`src/rtl/dual_issue_hazard_ctrl.sv`:
```
// Issue/hazard control at the dual-issue REG->EX boundary: countdown scoreboard of in-flight
// register writes, bundle splitting on intra-bundle dependencies, and front-end stall.
//
//   state  | meaning
//   NORMAL | both REG-stage pipes undecided
//   SPLIT  | pipe1 already issued, pipe2 held in REG
module dual_issue_hazard_ctrl #(
    parameter int DEPTH   = 8,
    parameter int MAX_LAT = 7
) (
    input  logic       clk,
    input  logic       reset,
    input  logic       valid_REG1,
    input  logic       valid_REG2,
    input  logic       regWriteEnable_REG1,
    input  logic       regWriteEnable_REG2,
    input  logic [6:0] readRegisterRA_REG1,
    input  logic [6:0] readRegisterRB_REG1,
    input  logic [6:0] readRegisterRT_REG1,
    input  logic [6:0] readRegisterRA_REG2,
    input  logic [6:0] readRegisterRB_REG2,
    input  logic [6:0] readRegisterRT_REG2,
    input  logic [2:0] srcMask_REG1,
    input  logic [2:0] srcMask_REG2,
    input  logic [2:0] latency_REG1,
    input  logic [2:0] latency_REG2,
    input  logic       flush,
    output logic       issue_EX1,
    output logic       issue_EX2,
    output logic       bubble_EX1,
    output logic       bubble_EX2,
    output logic       stall_REG,
    output logic       sbFull
);

    localparam int CW = $clog2(MAX_LAT + 1);
    localparam int FW = $clog2(DEPTH + 1);

    typedef enum logic {
        ST_NORMAL,
        ST_SPLIT
    } state_t;

    state_t state_q, state_d;

    logic [DEPTH-1:0] sb_v_q, sb_v_d;
    logic [6:0]       sb_tag_q [DEPTH];
    logic [6:0]       sb_tag_d [DEPTH];
    logic [CW-1:0]    sb_cnt_q [DEPTH];
    logic [CW-1:0]    sb_cnt_d [DEPTH];

    logic          hz1_raw, hz2_raw, hz1, hz2, intra_dep, table_full;
    logic          we1_eff, we2_eff, alloc1, alloc2;
    logic [FW-1:0] free_cnt, writes_needed;
    logic [CW-1:0] lat1_eff, lat2_eff;

    assign we1_eff = valid_REG1 & regWriteEnable_REG1;
    assign we2_eff = valid_REG2 & regWriteEnable_REG2;

    // WAW is folded into the same tag compare as RAW by matching RT when the pipe writes.
    always_comb begin
        hz1_raw  = 1'b0;
        hz2_raw  = 1'b0;
        free_cnt = '0;
        for (int i = 0; i < DEPTH; i++) begin
            if (sb_v_q[i]) begin
                if ((srcMask_REG1[0] && readRegisterRA_REG1 == sb_tag_q[i]) ||
                    (srcMask_REG1[1] && readRegisterRB_REG1 == sb_tag_q[i]) ||
                    (srcMask_REG1[2] && readRegisterRT_REG1 == sb_tag_q[i]) ||
                    (regWriteEnable_REG1 && readRegisterRT_REG1 == sb_tag_q[i]))
                    hz1_raw = 1'b1;
                if ((srcMask_REG2[0] && readRegisterRA_REG2 == sb_tag_q[i]) ||
                    (srcMask_REG2[1] && readRegisterRB_REG2 == sb_tag_q[i]) ||
                    (srcMask_REG2[2] && readRegisterRT_REG2 == sb_tag_q[i]) ||
                    (regWriteEnable_REG2 && readRegisterRT_REG2 == sb_tag_q[i]))
                    hz2_raw = 1'b1;
            end else begin
                free_cnt = free_cnt + FW'(1);
            end
        end
    end

    assign hz1        = valid_REG1 & hz1_raw;
    assign hz2        = valid_REG2 & hz2_raw;
    assign table_full = (free_cnt == '0);

    assign intra_dep = valid_REG2 && we1_eff &&
                       ((srcMask_REG2[0] && readRegisterRA_REG2 == readRegisterRT_REG1) ||
                        (srcMask_REG2[1] && readRegisterRB_REG2 == readRegisterRT_REG1) ||
                        (srcMask_REG2[2] && readRegisterRT_REG2 == readRegisterRT_REG1) ||
                        (regWriteEnable_REG2 && readRegisterRT_REG2 == readRegisterRT_REG1));

    assign writes_needed = FW'(we1_eff) + FW'(we2_eff);

    always_comb begin
        state_d    = state_q;
        issue_EX1  = 1'b0;
        bubble_EX1 = 1'b1;
        issue_EX2  = 1'b0;
        bubble_EX2 = 1'b1;
        stall_REG  = 1'b0;
        if (reset) begin
            state_d = ST_NORMAL;
        end else begin
            case (state_q)
                ST_NORMAL: begin
                    if (flush) begin
                        state_d = ST_NORMAL;
                    end else if (hz1 || (we1_eff && table_full)) begin
                        stall_REG = 1'b1;
                    end else if (intra_dep || hz2 || (writes_needed > free_cnt)) begin
                        issue_EX1  = valid_REG1;
                        bubble_EX1 = ~valid_REG1;
                        stall_REG  = 1'b1;
                        state_d    = ST_SPLIT;
                    end else begin
                        issue_EX1  = valid_REG1;
                        bubble_EX1 = ~valid_REG1;
                        issue_EX2  = valid_REG2;
                        bubble_EX2 = ~valid_REG2;
                    end
                end
                ST_SPLIT: begin
                    if (flush) begin
                        state_d = ST_NORMAL;
                    end else if (hz2 || (we2_eff && table_full)) begin
                        stall_REG = 1'b1;
                    end else begin
                        issue_EX2  = valid_REG2;
                        bubble_EX2 = ~valid_REG2;
                        state_d    = ST_NORMAL;
                    end
                end
                default: state_d = ST_NORMAL;
            endcase
        end
    end

    assign sbFull = ~reset & table_full;

    assign alloc1   = issue_EX1 & regWriteEnable_REG1;
    assign alloc2   = issue_EX2 & regWriteEnable_REG2;
    assign lat1_eff = (latency_REG1 == 3'd0) ? CW'(1) : CW'(latency_REG1);
    assign lat2_eff = (latency_REG2 == 3'd0) ? CW'(1) : CW'(latency_REG2);

    // Slots that free this edge are still valid in sb_v_q, so they are not reallocated until next cycle.
    always_comb begin
        logic done1, done2;
        sb_v_d   = sb_v_q;
        sb_tag_d = sb_tag_q;
        sb_cnt_d = sb_cnt_q;
        done1    = ~alloc1;
        done2    = ~alloc2;
        for (int i = 0; i < DEPTH; i++) begin
            if (sb_v_q[i]) begin
                if (sb_cnt_q[i] > CW'(1))
                    sb_cnt_d[i] = sb_cnt_q[i] - CW'(1);
                else
                    sb_v_d[i] = 1'b0;
            end else if (!done1) begin
                sb_v_d[i]   = 1'b1;
                sb_tag_d[i] = readRegisterRT_REG1;
                sb_cnt_d[i] = lat1_eff;
                done1       = 1'b1;
            end else if (!done2) begin
                sb_v_d[i]   = 1'b1;
                sb_tag_d[i] = readRegisterRT_REG2;
                sb_cnt_d[i] = lat2_eff;
                done2       = 1'b1;
            end
        end
    end

    always_ff @(posedge clk) begin
        if (reset) begin
            state_q <= ST_NORMAL;
            sb_v_q  <= '0;
        end else begin
            state_q <= state_d;
            sb_v_q  <= sb_v_d;
        end
    end

    always_ff @(posedge clk) begin
        sb_tag_q <= sb_tag_d;
        sb_cnt_q <= sb_cnt_d;
    end

endmodule

```
`config.mk`:
```
export PLATFORM = sky130hd
export DESIGN_NAME = dual_issue_hazard_ctrl
export DESIGN_NICKNAME = d
export VERILOG_FILES = /design/src/rtl/dual_issue_hazard_ctrl.sv
export SDC_FILE = /design/constraint.sdc
export NUM_CORES = 1
export LEC_CHECK = 0
export ABC_CLOCK_PERIOD_IN_PS = 8700
export CORE_AREA = 2 2 190 192
export CTS_CLUSTER_DIAMETER = 30
export DETAILED_ROUTE_END_ITERATION = 10
export DIE_AREA = 0 0 192 194
export HOLD_SLACK_MARGIN = 0.05
export SLEW_MARGIN = 20
export SYNTH_ARGS = -nofsm -noshare
export SYNTH_HDL_FRONTEND = slang
export SYNTH_SLANG_ARGS = --single-unit
```
`constraint.sdc`:
```
create_clock -name clk -period 8.7 [get_ports clk]
set_input_delay 1.74 -clock clk [delete_from_list [all_inputs] [get_ports clk]]
set_output_delay 1.74 -clock clk [all_outputs]
set_load 0.02 [all_outputs]
```
# Yosys cells after proc, flatten, opt, wreduce, memory -nomap -nowiden
# Cells that the tools add are included.
[totals] ff_bits=89 latchBits=0 ram_bits=0 romBits=0 in_bits=61 out_inout_bits=6 n_memories=0
[op_classes] add_sub_neg=16 mul=0 div=0 order_cmp=9 eq_ne=73 shifts=0 n_mux=177 bitwise=21 reduce_logical=148
[ops] op="equality test 7 bit" n=51
[ops] op="two-way mux 1 bit" n=116
[ops] op="two-way mux 7 bit" n=16
[ops] op="two-way mux 3 bit" n=34
[ops] op="logical AND 1 bit" n=72
[ops] op="logical OR 1 bit" n=55
[ops] op="AND reduction 2 bit" n=16
[ops] op="adder 4 x 1 -> 4 bit, second input constant" n=7
[ops] op="two-way mux 4 bit" n=7
[ops] op="> comparator 3 x 1 -> 1 bit, second input constant" n=8
[ops] op="subtractor 3 x 1 -> 3 bit, second input constant" n=8
[ops] op="inequality test 3 bit, second input constant" n=7
[ops] op="inequality test 2 x 1 -> 1 bit, second input constant" n=8
[ops] op="inequality test 2 bit, second input constant" n=7
[ops] op="inverter 1 bit" n=14
[ops] op="one-hot mux 1 bit (2 select lines)" n=4
[ops] op="bitwise AND 1 bit" n=7
[ops] op="zero test 3 bit" n=2
[ops] op="> comparator 2 x 4 -> 1 bit" n=1
[ops] op="zero test 4 bit" n=1
[ops] op="nonzero test 3 bit" n=1
[ops] op="adder 1 x 1 -> 2 bit" n=1
[ops] op="nonzero test 2 bit" n=1

# Logic depth before layout (Yosys ltp)
# Gate-level depths: netlist of run 1.
[logic_depth] word_depth=49 mapped_depth=32 mapped_depth_nobuf=30

# Worst setup path before layout of run 1
# No wires, ideal clock.
[synth_path] path_kind="reg2out" startpoint="register sb_v_q[1]" endpoint="output issue_EX2" t_arrival_ns=5.398 required_ns=6.960 slack_ns=1.562 path_stages_with_launch=30 n_path_buf=1 path_cell_list="dfxtp_1 -> clkbuf_1 -> inv_1 -> ha_1 -> xnor2_1 -> ha_1 -> nor2b_1 -> a31oi_1 -> inv_1 -> ha_1 -> nor2_1 -> a21oi_1 -> ha_1 -> nand2b_1 -> o221ai_1 -> ha_1 -> nand2b_1 -> nand2_1 -> ha_1 -> mux2i_1 -> ha_1 -> nor2b_1 -> o21ai_0 -> nor4b_1 -> o21ai_0 -> nand3_1 -> nand3b_1 -> o22ai_1 -> nand3_1 -> inv_1"
[synth_between] elab_chain_cells=21
[synth_lines] element="start: declaration" line_no="46" source="logic [DEPTH-1:0] sb_v_q, sb_v_d;"
[synth_lines] element="start signal: assignment" line_no="180" source="sb_v_q <= sb_v_d;"
[synth_lines] element="branches (longest 19 deep; another with adder 4 x 1 -> 4 bit)"
[synth_lines] element="one-hot mux 1 bit (2 select lines) (*)" line_no="105" source="case (state_q)"
[synth_lines] element="two-way mux 1 bit (*)" line_no="102" source="if (reset) begin"
[synth_lines] element="end: declaration" line_no="29" source="output logic issue_EX2,"
# Mark *: on every way between the ends.

# Worst setup path in the final report of run 1
[layout_path] startpoint="register sb_v_q[0]" endpoint="output issue_EX2"
[layout_between] elab_chain_cells=23
[layout_lines] element="branches (longest 21 deep; another with adder 4 x 1 -> 4 bit)"
[layout_lines] element="one-hot mux 1 bit (2 select lines) (*)" line_no="105"
[layout_lines] element="two-way mux 1 bit (*)" line_no="102"
# Marked as above.

==> metrics, run 1 <==
CTS buffer count=9; core footprint=35200 um^2; Post-DP HPWL=24400 um; Post-synth EDFFs=80; CTS tree=done; row cnt=69; CP max FO=5; final setup vio count=0; cell area after layout=11600 um^2; leakage power=3.96 nW; area added between synthesis and finish=11.3%; vias in the first global route=8360; post-synthesis sequential area ratio=24.9%; total die area=37200 um^2; commonest cells after routing, fill and taps aside=xnor2_1 (238), xor2_1 (135), edfxtp_1 (80); GRT overflow=0; CTS HTree Levels=3; most frequent CP cell=ha_1; starting density of the core=29.5%; Yosys Warn Count=0; placed cell area=11200 um^2; CTS Buffer Depth=2; critical path launch point type=flop; worst skew pair latency=0.36 ns; Post-CTS Hold Buffers=0; dpl ws=0.759 ns; I/O pin count=67; commonest non-fill, non-tap cell in the layout=xnor2_1; setup ws final=0.467 ns; filler instances=3625; IO buf count=66; CTS Root Cell=clkbuf_16; total track usage=18.6%; Clock Skews=0.0146 ns; nets=1236; initial antenna violation count=0; register bit total from synthesis=89; # diodes=0; outcome=finished, final reports clean; Worst Setup End Kind=output port; DR DRC count=0; Slew Viols, Final=0; Synth Flop Type=edfxtp_1; delay-heaviest family, CP=adder cells; Buf/Inv on CP=4; total number of vias=8585; Worst EP required=6.96 ns; slowest CP cell=clkdlybuf4s50_1; Max stage delay on crit path=0.60 ns; Crit Path Class=flop to output port; Antenna Violating Nets Remaining=0; Final Hold Violating Endpoints=0; Syn Area/Cell=8.73 um^2; routability congestion estimate from global placement=0.916; Worst-Margin Slew=1.18 ns; fmax=121 MHz; min-delay worst type=flop to flop; Tmin final=8.23 ns; Avg WL per Cell=21.4 um; syn nets=1275; CP arrival=6.49 ns; max-cap viol count=0; height of the die=194 um; Max-slew headroom=21.1%; synthesized area=10400 um^2; cell count after synthesis=1190; Final Cycle Share=94.6%; Avg Vias per Cell=5.31; worst vdd rail ir drop=0.000184 V; initial drt markers=746; total power=2.03 mW; Setup Total Neg Slack=0 ns; pin count of the biggest net entering global routing=23; Post-Route WL=34700 um; die width=192 um; RSZ-0062 raised after global routing=false; power density cells=176 nW/um^2; Worst-path clk slew=0.08 ns; first-pass GRT wire length=52100 um; layout cells sized above 1=10.9%; Synth cell types=77; clk sinks=89; first drt pass iteration count=5; asr flop ratio synth=0%
## final cells by class
class                      instances  area [um^2]  area share, %
clock buffer                      12          246           2.13
clock inverter                     4         76.3          0.660
inverter                          33          124           1.07
multi-input combinational        923         7080           61.2
sequential                        89         2580           22.3
tap                              461          577           4.99
timing repair buffer              95          878           7.59
## repair_timing
action	CTS	global route
resized for setup	0	2
buffers inserted	0	0
endpoints found under the setup margin	0	3
## metal layers
metal  vias up  share of wire [%]  GRT usage (%)
li1       3974                  -              -
met1      4172                 43           24.6
met2       354                 46           29.5
met3        85                7.8           4.02
met4         0                3.5           7.01
met5         -                  0              0
## Yosys cell counts, types with 5 or more instances
cell type  count  area share (%)
nor2b_1        9            0.54
nand3_1       12            0.58
a21oi_1       36             1.7
dfxtp_1        9             1.7
o211ai_1       6            0.43
o21ai_0       18            0.87
and2_1         5            0.30
xor2_1       135              11
nor4_1        37             2.2
nand2_1       73             2.6
buf_2         31             1.5
mux2i_1       18             1.7
inv_1         32             1.2
mux2_1         5            0.54
nand2b_1       9            0.54
a211oi_1       8            0.58
nand4_1       71             4.3
clkbuf_1     108             3.9
and3_1         5            0.30
mux2_2        50             5.4
xnor2_1      239              20
o22ai_1        5            0.30
nor2_1        70             2.5
nor3_1        17            0.82
ha_1          24             2.9
edfxtp_1      80              23
## registers in the layout, indices dropped and copies added, names as in the netlist
name / cells
sb_cnt_q: 24
sb_tag_q: 56
sb_v_q: 8
state_q: 1
## where the power goes
group | switching, mW | internal, mW
Sequential | 0.0343 | 0.496
Clock | 0.183 | 0.261
Combinational | 0.588 | 0.468
Total | 0.804 | 1.23
## kinds of logic after synthesis
logic type / Yosys count / share of synthesized area (%)
AOI/OAI and AO/OA: 114 / 7.61
xor gates and xnor gates: 379 / 32.6
adders and majority gates: 26 / 3.10
buffers and inverters: 178 / 7.10
DFF: 89 / 24.9
muxes: 73 / 7.70
and+or+nand+nor: 331 / 17.0
## stage by stage
stage / hold slack [ns] / utilization (%) / std cells
5_1_grt: 0.598 / 32.8 / 1617
3_5_place_dp: 0.568 / 31.9 / 1601
6_report: 0.578 / 32.8 / 1617
2_1_floorplan: 0.531 / - / 1190
3_3_place_gp: 0.560 / 31.9 / 1601
4_1_cts: 0.579 / 32.8 / 1617
## worst register-to-register path, delay by kind of cell (launching register included)
kind / cells / cell delay, ns
buffers and inverters: 2 / 0.18
multiplexers: 1 / 0.14
flip-flops: 1 / 0.33
AND/OR/NAND/NOR: 11 / 1.51
adder cells (fa/ha/maj): 7 / 2.30
XOR/XNOR: 1 / 0.23
AO/OA/AOI/OAI: 7 / 2.01
## path summary, 6_finish.rpt
kind	startpoint	slack, ns	end	cells after the start
worst max-delay path	sb_v_q[0]$_SDFF_PP0_	0.47	issue_EX2	29
worst max register to register	sb_v_q[0]$_SDFF_PP0_	1.60	sb_tag_q[30]$_DFFE_PP_	29
worst min register to register	sb_cnt_q[3]$_DFFE_PP_	0.58	sb_cnt_q[3]$_DFFE_PP_	1
worst min-delay path	sb_cnt_q[3]$_DFFE_PP_	0.58	sb_cnt_q[3]$_DFFE_PP_	1
No activity file was read; power rests on OpenSTA's default activity.
==> inputs of run 2 (changes only) <==
--- a/config.mk
+++ b/config.mk
@@ -11,6 +11,7 @@
 export DETAILED_ROUTE_END_ITERATION = 10
 export DIE_AREA = 0 0 192 194
 export HOLD_SLACK_MARGIN = 0.05
+export SETUP_SLACK_MARGIN = 0.5
 export SLEW_MARGIN = 20
 export SYNTH_ARGS = -nofsm -noshare
 export SYNTH_HDL_FRONTEND = slang
==> run 2 against run 1 <==
Critical path depth decreased by 1; core utilization about the same; worst setup slack improved by 0.49 ns; total power about the same; clock skew about the same; final cell count unchanged; sequential power about the same; non-clock buffer count unchanged; final area about the same; largest power group unchanged; highest routed layer unchanged.
==> metrics, run 2 (same netlist as run 1, synthesis figures left out) <==
leakage power=3.96 nW; total number of vias=8647; P_sw=0.806 mW; Post-DP HPWL=24400 um; CP arrival=6.01 ns; dpl cells=1601; slowest CP cell=ha_1; CP max FO=5; Crit Path Class=flop to output port; height of the die=194 um; total power=2.03 mW; worst vdd rail ir drop=0.000184 V; Worst-path clk slew=0.08 ns; I/O pin count=67; switching share of power=39.7%; max-cap viol count=0; Finished Layout Cells=1617; final setup vio count=0; Clock power frac=21.9%; clk sinks=89; nets=1236; CTS buffer count=9; routability congestion estimate from global placement=0.916; Setup Total Neg Slack=0 ns; Worst Setup End Kind=output port; initial antenna violation count=0; most frequent CP cell=ha_1; delay-heaviest family, CP=adder cells; Largest regs=sb_tag_q (56), sb_cnt_q (24), sb_v_q (8); Max stage delay on crit path=0.37 ns; filler instances=3625; power density cells=175 nW/um^2; pin count of the biggest net entering global routing=23; core footprint=35200 um^2; row cnt=69; min-delay worst type=flop to flop; RSZ-0062 raised after global routing=false; Final Hold Violating Endpoints=0; IO buf count=66; Slew Viols, Final=0; initial drt markers=656; Tmin final=7.75 ns; combinational share of power=52.0%; total die area=37200 um^2; commonest cells after routing, fill and taps aside=xnor2_1 (238), xor2_1 (135), edfxtp_1 (80); Worst-Margin Slew=1.16 ns; fmax=129 MHz; die width=192 um; Flop pwr share=26.1%; Post-Route WL=34700 um; outcome=finished, final reports clean; largest register by flop count=sb_tag_q; Final Cycle Share=89.0%; GRT overflow=0; Buf/Inv on CP=3; Avg WL per Cell=21.5 um; critical path launch point type=flop; Antenna Violating Nets Remaining=0; Avg Vias per Cell=5.35; Max-slew headroom=22.6%; Post-CTS Hold Buffers=0; area added between synthesis and finish=11.4%; CTS Root Cell=clkbuf_16; Worst EP required=6.96 ns; max reg flops=56; layout cells sized above 1=11.2%; first-pass GRT wire length=52200 um; CTS tree=done; utilization after layout=32.8%; first drt pass iteration count=5; worst skew pair latency=0.36 ns; CTS Buffer Depth=2; total track usage=18.6%; Clock Skews=0.0145 ns; starting density of the core=29.5%; DR DRC count=0; # diodes=0; Setup Buffers After CTS=0; commonest non-fill, non-tap cell in the layout=xnor2_1; vias in the first global route=8375; CTS HTree Levels=3; cell internal pwr=1.22 mW
-- run 2: cell count changes in the layout (fill, tap and decap cells not counted), sizes merged --
cell	previous run	this run
clkbuf	12	14
clkdlybuf4s50	66	63
dlymetal6s2s	0	1
-- run 2: final cells by class --
type,count,area (um^2),share of cell area [%]
Clock buffer,12,246,2.13
Clock inverter,4,76.3,0.660
Inverter,33,124,1.07
Multi-Input combinational cell,923,7090,61.3
Sequential cell,89,2580,22.3
Tap cell,461,577,4.99
Timing Repair Buffer,95,875,7.56
-- run 2: path summary, 6_finish.rpt --
| path | startpoint | cells past startpoint | slack, ns | end |
|---|---|---|---|---|
| worst max register to register | sb_v_q[0]$_SDFF_PP0_ | 29 | 1.65 | sb_tag_q[30]$_DFFE_PP_ |
| worst min-delay path | sb_cnt_q[3]$_DFFE_PP_ | 1 | 0.58 | sb_cnt_q[3]$_DFFE_PP_ |
| worst min register to register | sb_cnt_q[3]$_DFFE_PP_ | 1 | 0.58 | sb_cnt_q[3]$_DFFE_PP_ |
| worst max-delay path | sb_v_q[0]$_SDFF_PP0_ | 28 | 0.95 | bubble_EX2 |
-- run 2: per-stage QoR --
step / cell area (um^2) / setup WS, ns / hold slack (ns)
finish: 11600 / 0.953 / 0.578
global route: 11600 / 0.546 / 0.598
CTS: 11600 / 0.525 / 0.579
detailed placement: 11200 / 0.759 / 0.568
global placement: 11200 / 0.892 / 0.560
floorplan: 10400 / 1.56 / 0.531
-- run 2: timing repair --
action | in CTS | in global routing
cloned | 0 | 0
resized for setup | 4 | 8
pin swaps | 0 | 0
setup endpoints to repair | 3 | 4
-- run 2: worst register-to-register path: cells and delay by family (launching register included) --
family / cells / cell delay (ns)
AND/OR/NAND/NOR: 10 / 1.33
adder cells (fa/ha/maj): 7 / 2.25
AO/OA/AOI/OAI: 8 / 2.16
multiplexers: 1 / 0.14
buffers and inverters: 2 / 0.23
XOR/XNOR: 1 / 0.22
flip-flops: 1 / 0.32
-- run 2: power groups by stage --
| stage | logic, mW | registers (mW) | clock network [mW] |
|---|---|---|---|
| 3_3_place_gp | 1.02 | 0.538 | 0 |
| 5_1_grt | 1.16 | 0.532 | 0.465 |
| 3_5_place_dp | 1.04 | 0.538 | 0 |
| 4_1_cts | 1.05 | 0.529 | 0.448 |
| 6_report | 1.05 | 0.530 | 0.444 |
| 2_1_floorplan | 0.839 | 0.509 | 0 |
-- run 2: metal layers --
layer  track usage (%)  routed length, um
met4              7.01               1280
met1              24.7              14800
met3              4.02               2800
met5                 0                  0
met2              29.5              15800
==> inputs of run 3 (changes only) <==
--- a/config.mk
+++ b/config.mk
@@ -5,12 +5,13 @@
 export SDC_FILE = /design/constraint.sdc
 export NUM_CORES = 1
 export LEC_CHECK = 0
-export ABC_CLOCK_PERIOD_IN_PS = 8700
+export ABC_CLOCK_PERIOD_IN_PS = 8620
 export CORE_AREA = 2 2 190 192
 export CTS_CLUSTER_DIAMETER = 30
 export DETAILED_ROUTE_END_ITERATION = 10
 export DIE_AREA = 0 0 192 194
 export HOLD_SLACK_MARGIN = 0.05
+export RECOVER_POWER = 25
 export SETUP_SLACK_MARGIN = 0.5
 export SLEW_MARGIN = 20
 export SYNTH_ARGS = -nofsm -noshare
==> constraint.sdc (replaced) <==
create_clock -name clk -period 8.62 [get_ports clk]
set_input_delay 1.724 -clock clk [delete_from_list [all_inputs] [get_ports clk]]
set_output_delay 1.724 -clock clk [all_outputs]
set_load 0.02 [all_outputs]
==> run 3 against run 2 <==
Count of clock-buffer cells in the layout down 3; non-clock buffer count down 1; routed wire length decreased by 0.83%; combinational power about the same; sequential power increased by 2%; highest routed layer unchanged.
==> metrics, run 3 (same netlist as run 1, synthesis figures left out) <==
largest register by flop count=sb_tag_q; routability congestion estimate from global placement=0.884; power density cells=172 nW/um^2; Crit Path Class=flop to output port; Final Hold Violating Endpoints=0; CP arrival=6.03 ns; DR DRC count=0; max reg flops=56; Tmin final=7.76 ns; die width=192 um; Slew Viols, Final=0; leakage power=3.91 nW; GRT overflow=0; total track usage=18.5%; fmax=129 MHz; Finished Layout Cells=1617; max-cap viol count=0; CTS Buffer Depth=2; total power=1.97 mW; RSZ-0062 raised after global routing=false; total number of vias=8655; commonest cells after routing, fill and taps aside=xnor2_1 (239), xor2_1 (135), edfxtp_1 (80); I/O pin count=67; filler instances=3666; area added between synthesis and finish=10.6%; Avg Vias per Cell=5.35; CTS HTree Levels=3; Post-Route WL=34500 um; layout cells sized above 1=10.6%; Final Cycle Share=90.0%; Worst-path clk slew=0.08 ns; PostCTS Resize Cnt=5; nets=1235; Max-slew headroom=21.7%; pin count of the biggest net entering global routing=28; CP max FO=5; outcome=finished, final reports clean; most frequent CP cell=ha_1; Largest regs=sb_tag_q (56), sb_cnt_q (24), sb_v_q (8); initial drt markers=769; Worst-Margin Slew=1.17 ns; dpl cells=1600; worst vdd rail ir drop=0.000134 V; min-delay worst type=flop to flop; IO buf count=66; Antenna Violating Nets Remaining=0; first drt pass iteration count=6; Setup Buffers After CTS=0; CTS tree=done; total die area=37200 um^2; clk sinks=89; initial antenna violation count=2; Setup Total Neg Slack=0 ns; Post-DP HPWL=24800 um; Post-CTS Hold Buffers=0; vias in the first global route=8504; critical path launch point type=flop; height of the die=194 um; CTS Root Cell=clkbuf_16; final setup vio count=0; Avg WL per Cell=21.3 um; slowest CP cell=or4b_1; Worst Setup End Kind=output port; Max stage delay on crit path=0.47 ns; core footprint=35200 um^2; starting density of the core=29.5%; worst skew pair latency=0.36 ns; row cnt=69; Worst EP required=6.90 ns; commonest non-fill, non-tap cell in the layout=xnor2_1; CTS buffer count=9; Clock Skews=0.0140 ns; first-pass GRT wire length=52200 um
## run 3: cell types whose count changed in the layout (fill, tap and decap cells not counted), moves of 2 or more
| cell | delta |
|---|---|
| buf_4 | -2 |
| nand2_1 | +2 |
| bufinv_16 | -2 |
| inv_8 | +2 |
| nand2_2 | -2 |
## run 3: per-layer routing
metal	track usage, %	vias to the layer above	part of all wire [%]	routed length [um]
li1	-	3981	-	-
met1	24.7	4194	42	14400
met2	30.1	399	46	16000
met5	0	-	0	0
met3	2.86	81	8.6	2970
met4	7.12	0	3.0	1050
## run 3: path summary, 6_finish.rpt
| kind | slack (ns) | end | depth (start not counted) | startpoint |
|---|---|---|---|---|
| setup / recovery | 0.86 | bubble_EX2 | 27 | sb_v_q[0]$_SDFF_PP0_ |
| hold / removal | 0.58 | state_q$_SDFF_PP0_ | 2 | state_q$_SDFF_PP0_ |
| setup reg to reg | 1.14 | sb_tag_q[12]$_DFFE_PP_ | 27 | sb_v_q[0]$_SDFF_PP0_ |
| hold reg to reg | 0.58 | state_q$_SDFF_PP0_ | 2 | state_q$_SDFF_PP0_ |
## run 3: layout make-up
| cell class | count | area (um^2) | share of cell area, % |
|---|---|---|---|
| multi-input cells | 923 | 7040 | 61.3 |
| flip-flops and latches | 89 | 2580 | 22.5 |
| repair buffers | 94 | 863 | 7.51 |
| well taps | 461 | 577 | 5.02 |
| clock buffers | 9 | 225 | 1.96 |
| inverters | 33 | 124 | 1.08 |
| clock inverters | 7 | 72.6 | 0.632 |
| diodes | 1 | 2.50 | 0.0218 |
## run 3: through the flow
step	worst slack (ns)	hold WS [ns]	cell area (um^2)	util, %
floorplan	1.50	0.531	10400	-
global placement	0.808	0.564	11200	31.9
detailed placement	0.715	0.564	11200	31.9
CTS	0.530	0.575	11500	32.8
global route	0.366	0.601	11500	32.6
finish	0.862	0.576	11500	32.6
## run 3: critical path: cells and delay by family, from the launching register on
family	cells	cell delay, ns
XOR/XNOR	1	0.26
adder cells (fa/ha/maj)	7	2.27
AND/OR/NAND/NOR	10	1.58
multiplexers	1	0.08
buffers and inverters	3	0.46
AO/OA/AOI/OAI	5	0.69
flip-flops	1	0.32
## run 3: where the power goes
part | internal [mW] | switching (mW) | leakage (nW) | total, mW
registers | 0.500 | 0.0388 | 0.793 | 0.539
logic | 0.454 | 0.569 | 2.98 | 1.02
clock network | 0.205 | 0.203 | 0.143 | 0.408
total | 1.16 | 0.811 | 3.91 | 1.97
